$ cat config.mk
export PLATFORM = sky130hd
export DESIGN_NAME = drive_status_tracker_flat
export DESIGN_NICKNAME = d
export VERILOG_FILES = /design/src/rtl/drive_status_tracker_if.sv /design/src/rtl/drive_status_tracker.sv /design/src/flat_wrapper.sv
export SDC_FILE = /design/constraint.sdc
export NUM_CORES = 1
export LEC_CHECK = 0
export BUFFER_PORTS_ARGS = -buffer_cell sky130_fd_sc_hd__buf_2
export CAP_MARGIN = 20
export CORE_MARGIN = 2
export CORE_UTILIZATION = 62
export DETAILED_ROUTE_END_ITERATION = 8
export GPL_ROUTABILITY_DRIVEN = 0
export PLACE_DENSITY = 0.9
export SETUP_SLACK_MARGIN = 0.2
export SYNTH_ARGS = -nofsm -noshare
export SYNTH_HDL_FRONTEND = slang
export SYNTH_SLANG_ARGS = --single-unit
$ cat constraint.sdc
create_clock -name clk -period 6.33 [get_ports clk]
set_input_delay 0 -clock clk [delete_from_list [all_inputs] [get_ports clk]]
set_output_delay 0 -clock clk [all_outputs]
set_load 0.02 [all_outputs]
$ cat src/rtl/drive_status_tracker_if.sv
// Bundle between the manual-drive controller and its status tracker:
// next-state requests in, registered state, odometer and display out.
interface drive_status_tracker_if;
    logic        next_power;
    logic [1:0]  next_state;
    logic [3:0]  next_moving_state;
    logic        power;
    logic [1:0]  state;
    logic [3:0]  moving_state;
    logic [15:0] mileage;
    logic [3:0]  an;
    logic [7:0]  seg;

    modport master (
        output next_power, next_state, next_moving_state,
        input  power, state, moving_state, mileage, an, seg
    );

    modport slave (
        input  next_power, next_state, next_moving_state,
        output power, state, moving_state, mileage, an, seg
    );
endinterface

$ cat src/rtl/drive_status_tracker.sv
// Registers the controller's next-state, accumulates a BCD odometer while
// moving and scans the mileage onto a 4-digit multiplexed 7-segment display.
module drive_status_tracker #(
    parameter int TICK_DIV    = 100000,
    parameter int MS_PER_UNIT = 1000,
    parameter int SCAN_MS     = 1
) (
    input  logic                   clk,
    input  logic                   rst,
    drive_status_tracker_if.slave  bus
);
    localparam int TW = (TICK_DIV > 1)    ? $clog2(TICK_DIV)    : 1;
    localparam int UW = (MS_PER_UNIT > 1) ? $clog2(MS_PER_UNIT) : 1;
    localparam int SW = (SCAN_MS > 1)     ? $clog2(SCAN_MS)     : 1;

    localparam logic [TW-1:0] TICK_LAST = TW'(TICK_DIV - 1);
    localparam logic [UW-1:0] UNIT_LAST = UW'(MS_PER_UNIT - 1);
    localparam logic [SW-1:0] SCAN_LAST = SW'(SCAN_MS - 1);

    localparam logic [1:0] ST_NSTART = 2'b00;
    localparam logic [1:0] ST_START  = 2'b01;
    localparam logic [1:0] ST_MOVING = 2'b10;

    function automatic logic [15:0] bcd_inc(input logic [15:0] v);
        logic [15:0] r;
        logic        carry;
        r     = v;
        carry = 1'b1;
        for (int i = 0; i < 4; i++) begin
            if (carry) begin
                if (r[4*i +: 4] == 4'd9) begin
                    r[4*i +: 4] = 4'd0;
                end else begin
                    r[4*i +: 4] = r[4*i +: 4] + 4'd1;
                    carry       = 1'b0;
                end
            end
        end
        return r;
    endfunction

    function automatic logic [7:0] seg_decode(input logic [3:0] d);
        logic [7:0] s;
        case (d)
            4'd0:    s = 8'h3F;
            4'd1:    s = 8'h06;
            4'd2:    s = 8'h5B;
            4'd3:    s = 8'h4F;
            4'd4:    s = 8'h66;
            4'd5:    s = 8'h6D;
            4'd6:    s = 8'h7D;
            4'd7:    s = 8'h07;
            4'd8:    s = 8'h7F;
            4'd9:    s = 8'h6F;
            default: s = 8'h00;
        endcase
        return s;
    endfunction

    function automatic logic legal_motion(input logic [3:0] m);
        logic ok;
        case (m)
            4'b0000, 4'b0001, 4'b0010, 4'b0100, 4'b1000: ok = 1'b1;
            default:                                     ok = 1'b0;
        endcase
        return ok;
    endfunction

    logic          power_q,    power_d;
    logic [1:0]    state_q,    state_d;
    logic [3:0]    moving_q,   moving_d;
    logic [TW-1:0] tick_cnt_q, tick_cnt_d;
    logic [UW-1:0] sub_q,      sub_d;
    logic [15:0]   mileage_q,  mileage_d;
    logic [SW-1:0] scan_cnt_q, scan_cnt_d;
    logic [1:0]    idx_q,      idx_d;
    logic [3:0]    an_q,       an_d;
    logic [7:0]    seg_q,      seg_d;

    logic          tick;
    logic          moving;
    logic [3:0]    digit;

    always_comb begin
        power_d = bus.next_power;
        case (bus.next_state)
            ST_NSTART, ST_START, ST_MOVING: state_d = bus.next_state;
            default:                        state_d = ST_NSTART;
        endcase
        moving_d = legal_motion(bus.next_moving_state) ? bus.next_moving_state : 4'b0000;
        if (!bus.next_power) begin
            state_d  = ST_NSTART;
            moving_d = 4'b0000;
        end
        if (state_d != ST_MOVING) begin
            moving_d = 4'b0000;
        end
    end

    always_comb begin
        tick       = (tick_cnt_q == TICK_LAST);
        tick_cnt_d = tick ? '0 : tick_cnt_q + TW'(1);
    end

    // Gating looks at the registered outputs, so a tick coinciding with a
    // falling next_power still counts.
    always_comb begin
        moving    = power_q && (state_q == ST_MOVING) && (moving_q != 4'b0000);
        sub_d     = sub_q;
        mileage_d = mileage_q;
        if (tick && moving) begin
            if (sub_q == UNIT_LAST) begin
                sub_d     = '0;
                mileage_d = bcd_inc(mileage_q);
            end else begin
                sub_d = sub_q + UW'(1);
            end
        end else if (!power_q) begin
            sub_d = '0;
        end
    end

    always_comb begin
        scan_cnt_d = scan_cnt_q;
        idx_d      = idx_q;
        if (tick) begin
            if (scan_cnt_q == SCAN_LAST) begin
                scan_cnt_d = '0;
                idx_d      = idx_q + 2'd1;
            end else begin
                scan_cnt_d = scan_cnt_q + SW'(1);
            end
        end
    end

    // an and seg come from the same index in the same register stage.
    always_comb begin
        case (idx_q)
            2'd0:    digit = mileage_q[3:0];
            2'd1:    digit = mileage_q[7:4];
            2'd2:    digit = mileage_q[11:8];
            default: digit = mileage_q[15:12];
        endcase
        an_d  = 4'b0000;
        seg_d = 8'h00;
        if (power_q) begin
            an_d  = 4'b0001 << idx_q;
            seg_d = seg_decode(digit);
        end
    end

    always_ff @(posedge clk or negedge rst) begin
        if (!rst) begin
            power_q    <= 1'b0;
            state_q    <= ST_NSTART;
            moving_q   <= 4'b0000;
            tick_cnt_q <= '0;
            sub_q      <= '0;
            mileage_q  <= 16'h0000;
            scan_cnt_q <= '0;
            idx_q      <= 2'd0;
            an_q       <= 4'b0000;
            seg_q      <= 8'h00;
        end else begin
            power_q    <= power_d;
            state_q    <= state_d;
            moving_q   <= moving_d;
            tick_cnt_q <= tick_cnt_d;
            sub_q      <= sub_d;
            mileage_q  <= mileage_d;
            scan_cnt_q <= scan_cnt_d;
            idx_q      <= idx_d;
            an_q       <= an_d;
            seg_q      <= seg_d;
        end
    end

    assign bus.power        = power_q;
    assign bus.state        = state_q;
    assign bus.moving_state = moving_q;
    assign bus.mileage      = mileage_q;
    assign bus.an           = an_q;
    assign bus.seg          = seg_q;
endmodule

$ cat src/flat_wrapper.sv
// flat-port wrapper written by rule: the top's interface ports become plain ports
module drive_status_tracker_flat 
#(
    parameter int TICK_DIV    = 100000,
    parameter int MS_PER_UNIT = 1000,
    parameter int SCAN_MS     = 1
)
  (clk, rst, bus_next_power, bus_next_state, bus_next_moving_state, bus_power, bus_state, bus_moving_state, bus_mileage, bus_an, bus_seg);
  drive_status_tracker_if bus_i ();
  input  logic clk;
  input  logic rst;
  input wire logic [$bits(bus_i.next_power)-1:0] bus_next_power;
  input wire logic [$bits(bus_i.next_state)-1:0] bus_next_state;
  input wire logic [$bits(bus_i.next_moving_state)-1:0] bus_next_moving_state;
  output wire logic [$bits(bus_i.power)-1:0] bus_power;
  output wire logic [$bits(bus_i.state)-1:0] bus_state;
  output wire logic [$bits(bus_i.moving_state)-1:0] bus_moving_state;
  output wire logic [$bits(bus_i.mileage)-1:0] bus_mileage;
  output wire logic [$bits(bus_i.an)-1:0] bus_an;
  output wire logic [$bits(bus_i.seg)-1:0] bus_seg;
  assign bus_i.next_power = bus_next_power;
  assign bus_i.next_state = bus_next_state;
  assign bus_i.next_moving_state = bus_next_moving_state;
  assign bus_power = bus_i.power;
  assign bus_state = bus_i.state;
  assign bus_moving_state = bus_i.moving_state;
  assign bus_mileage = bus_i.mileage;
  assign bus_an = bus_i.an;
  assign bus_seg = bus_i.seg;
  drive_status_tracker #(.TICK_DIV(TICK_DIV), .MS_PER_UNIT(MS_PER_UNIT), .SCAN_MS(SCAN_MS)) u_core (.clk(clk), .rst(rst), .bus(bus_i));
endmodule
==> results.py <==
metrics = {
    "grt": {
        "grt_util_all_layers_pct": 24.80,
        "antenna_found_initial": 0,
        "grt.met2_usage_pct": 42.30,
        "grt_max_degree": 64,
        "use_met3_pct": 7.701,
        "grt-ovfl-total": 0,
        "grt_pass1_vias": 2521,
        "grt_use_met1_pct": 29.74,
        "grt_pass1_wl_microns": 11520,
        "grt-busiest-layer": "met2",
    },
    "clock_tree": {
        "cts_tree": "yes",
        "cts.clk_slew.worst_paths_ps": 70,
        "h-tree-depth": 3,
        "cts_resized": 0,
        "clock_path_buffers": 2,
        "clkSinkCount": 63,
        "clk_latency_ps": 350,
        "root_buffer": "clkbuf_8",
        "cts_made_buffers": 9,
    },
    "worst_setup_path": {
        "cp.required_ps": 6570,
        "reg2reg_slack_ps": 3890,
        "worst-setup-path-type": "reg -> reg",
        "cp-end-kind": "register",
        "critPathLaunchType": "register",
        "path_max_fanout": 9,
        "crit_arrival_ps": 2690,
    },
    "synth": {
        "synth_top_family_by_area": "simple AND/OR/NAND/NOR gates",
        "mappedNetlistArea_sq_mm": 0.003264,
        "async_flop_share_pct": 100.0,
        "yosys-mux-area-fraction_pct": 2.606,
        "syn_avg_cell_area_sq_um": 10.46,
        "syn_inst": 312,
        "yosys_register_bits": 63,
        "yosysWarnings": 0,
        "synth_flop_cell": "dfrtp_1",
        "ys_seq_area_share_pct": 48.29,
        "yosysUniqueCellTypes": 58,
        "yosys.area_share.adder_pct": 4.906,
        "synth.net_count": 333,
        "synth-compound-area-share_pct": 10.73,
        "synth_top_area_share_pct": 48.29,
        "synthXorXnorAreaFrac_pct": 6.439,
        "synthSimpleGateAreaFrac_pct": 24.07,
        "synth.area.top_cells": "dfrtp_1 48%, xnor2_1 4.8%, ha_1 4.6%",
        "synth_top_area_cell": "dfrtp_1",
        "synth_edf_count": 0,
    },
    "timing": {
        "drv_slew": 0,
        "setup_viol": 0,
        "hold_ws_ps": 330.6,
        "rsz0062_at_grt": "false",
        "tightest_slew_ps": 747.8,
        "fin_crit_sh_pct": 38.62,
        "fin_worst_skew_ps": 6.182,
        "hold_viol": 0,
        "finalWorstSetupSlack_ps": 3886,
        "relSlewSlack_pct": 50.14,
        "final.setup.tns_ps": 0,
        "fmax_mhz": 409.1,
        "fin_crit_ps": 2444,
    },
    "route": {
        "drt_first_pass_iters": 4,
        "antenna_left": 0,
        "drc": 0,
        "wl_microns": 6510,
        "num_vias": 2562,
        "first_iter_violations": 154,
        "wl_per_cell_microns": 14.63,
        "viasPerCell": 5.757,
    },
    "placement": {
        "port_buffers": 42,
        "dp_slack_ps": 3888,
        "place_inst": 418,
        "hpwl_microns": 4482,
    },
    "min_path": {
        "hp-class": "in -> async",
    },
    "finish": {
        "fin_cells": 445,
        "final_cell_mix": "63 x dfrtp_1, 42 x buf_2, 24 x nor2_1, 20 x nand2_1, 18 x xnor2_1",
        "fill_cells": 340,
        "final_common_cell": "dfrtp_1",
        "area_delta_synth_final_pct": 18.55,
        "final_layout_size_suffix_gt1_share_pct": 20.53,
        "fin_nets": 391,
        "n_antenna_cell": 0,
    },
    "die": {
        "initial_core_util_pct": 63.91,
        "die_y_microns": 76.56,
        "num_rows": 26,
        "die_w_microns": 76.56,
        "num_io_pins": 44,
        "die_area_sq_mm": 0.005861,
        "core_sq_mm": 0.005107,
    },
    "power_and_ir_drop": {
        "power_leakage_nw": 1.813,
        "p_per_area_mw_per_mm2": 207.0,
        "power_uw": 801.1,
        "peakVddDrop_uv": 152.8,
    },
    "run": {
        "maxCapViolCount": 0,
    },
    "outcome": {
        "status": "finished clean",
    },
}
[layout make-up]
cell class | count | area (sq um) | area share, %
tap | 70 | 87.58 | 2.263
inverter | 14 | 52.55 | 1.358
sequential | 63 | 1577 | 40.74
multi-input combinational | 226 | 1602 | 41.38
clock buffer | 13 | 168.9 | 4.365
clock inverter | 3 | 40.04 | 1.035
timing repair buffer | 56 | 342.8 | 8.859
[power by group]
| part | total [mW] | internal (mW) | switching, mW |
|---|---|---|---|
| clock network | 0.364 | 0.213 | 0.151 |
| logic | 0.0291 | 0.0109 | 0.0181 |
| registers | 0.408 | 0.406 | 0.00220 |
[metrics by stage]
step	utilization [%]	area, sq um
final	75.77	3870
after global routing	75.77	3870
after CTS	75.77	3870
after detailed placement	69.52	3551
after global placement	69.52	3551
after floorplan	-	3264
[kinds of logic (layout without fill, tap and decap cells)]
logic type,after synthesis,after routing
AND/OR/NAND/NOR,130,130
flip-flops,63,63
AO/OA/AOI/OAI,50,50
XOR/XNOR,24,24
buffers and inverters,23,86
adder cells (fa/ha/maj),13,13
multiplexers,8,8
other,1,1
[worst max-delay path: stages, from the launching register on]
cell and delay [ps]:
dfrtp_1 430, or4b_4 580, nor4_1 520, buf_4 270, a21bo_2 240, o21ai_0 110
a21o_1 180
[metal layers]
| layer | up-vias | wire (microns) |
|---|---|---|
| met5 | - | 0 |
| met4 | 0 | 99 |
| met3 | 11 | 356 |
| met2 | 84 | 3233 |
| met1 | 1226 | 2820 |
| li1 | 1241 | - |
[cell usage after synthesis, drive strengths merged, types with 2 or more instances]
cell / count
a21boi: 2
a21o: 2
a21oi: 7
a222oi: 4
a31o: 2
a31oi: 2
a41oi: 3
and2: 7
and2b: 2
and3: 9
and4: 5
buf: 4
clkbuf: 5
dfrtp: 63
ha: 12
inv: 14
mux2: 4
mux2i: 4
nand2: 20
nand2b: 5
nand3: 15
nand4: 10
nand4bb: 2
nor2: 24
nor2b: 6
nor3: 3
nor4: 6
nor4bb: 2
o211ai: 3
o21a: 3
o21ai: 12
o21bai: 2
o22ai: 2
or3: 2
or4b: 3
or4bb: 3
xnor2: 18
xor2: 6
[what timing repair did]
action / 4_1_cts / 5_1_grt
setup buffers: 0 / 0
hold buffers: 11 / 0
endpoints found under the hold margin: 70 / 0
setup endpoints to repair: 0 / 0
[state kept, by name (all words and copies together), names as in the netlist]
register / cells
u_core.bus.power: 1
u_core.bus.moving_state: 4
u_core.bus.mileage: 16
u_core.bus.seg: 7
u_core.idx_q: 2
u_core.sub_q: 10
u_core.bus.an: 4
u_core.tick_cnt_q: 17
u_core.bus.state: 2
[final timing paths]
path	from	end	cells past startpoint
worst max-delay path	u_core.tick_cnt_q[8]	u_core.sub_q[2]	6
worst min-delay path	rst	u_core.bus.seg[1]	3
worst max register to register	u_core.tick_cnt_q[8]	u_core.sub_q[2]	6
worst min register to register	u_core.tick_cnt_q[0]	u_core.tick_cnt_q[0]	1
max in group asynchronous	rst	u_core.bus.mileage[6]	3
min in group clk	bus_next_power	u_core.bus.power	2
(Power assumes the default switching activity.)
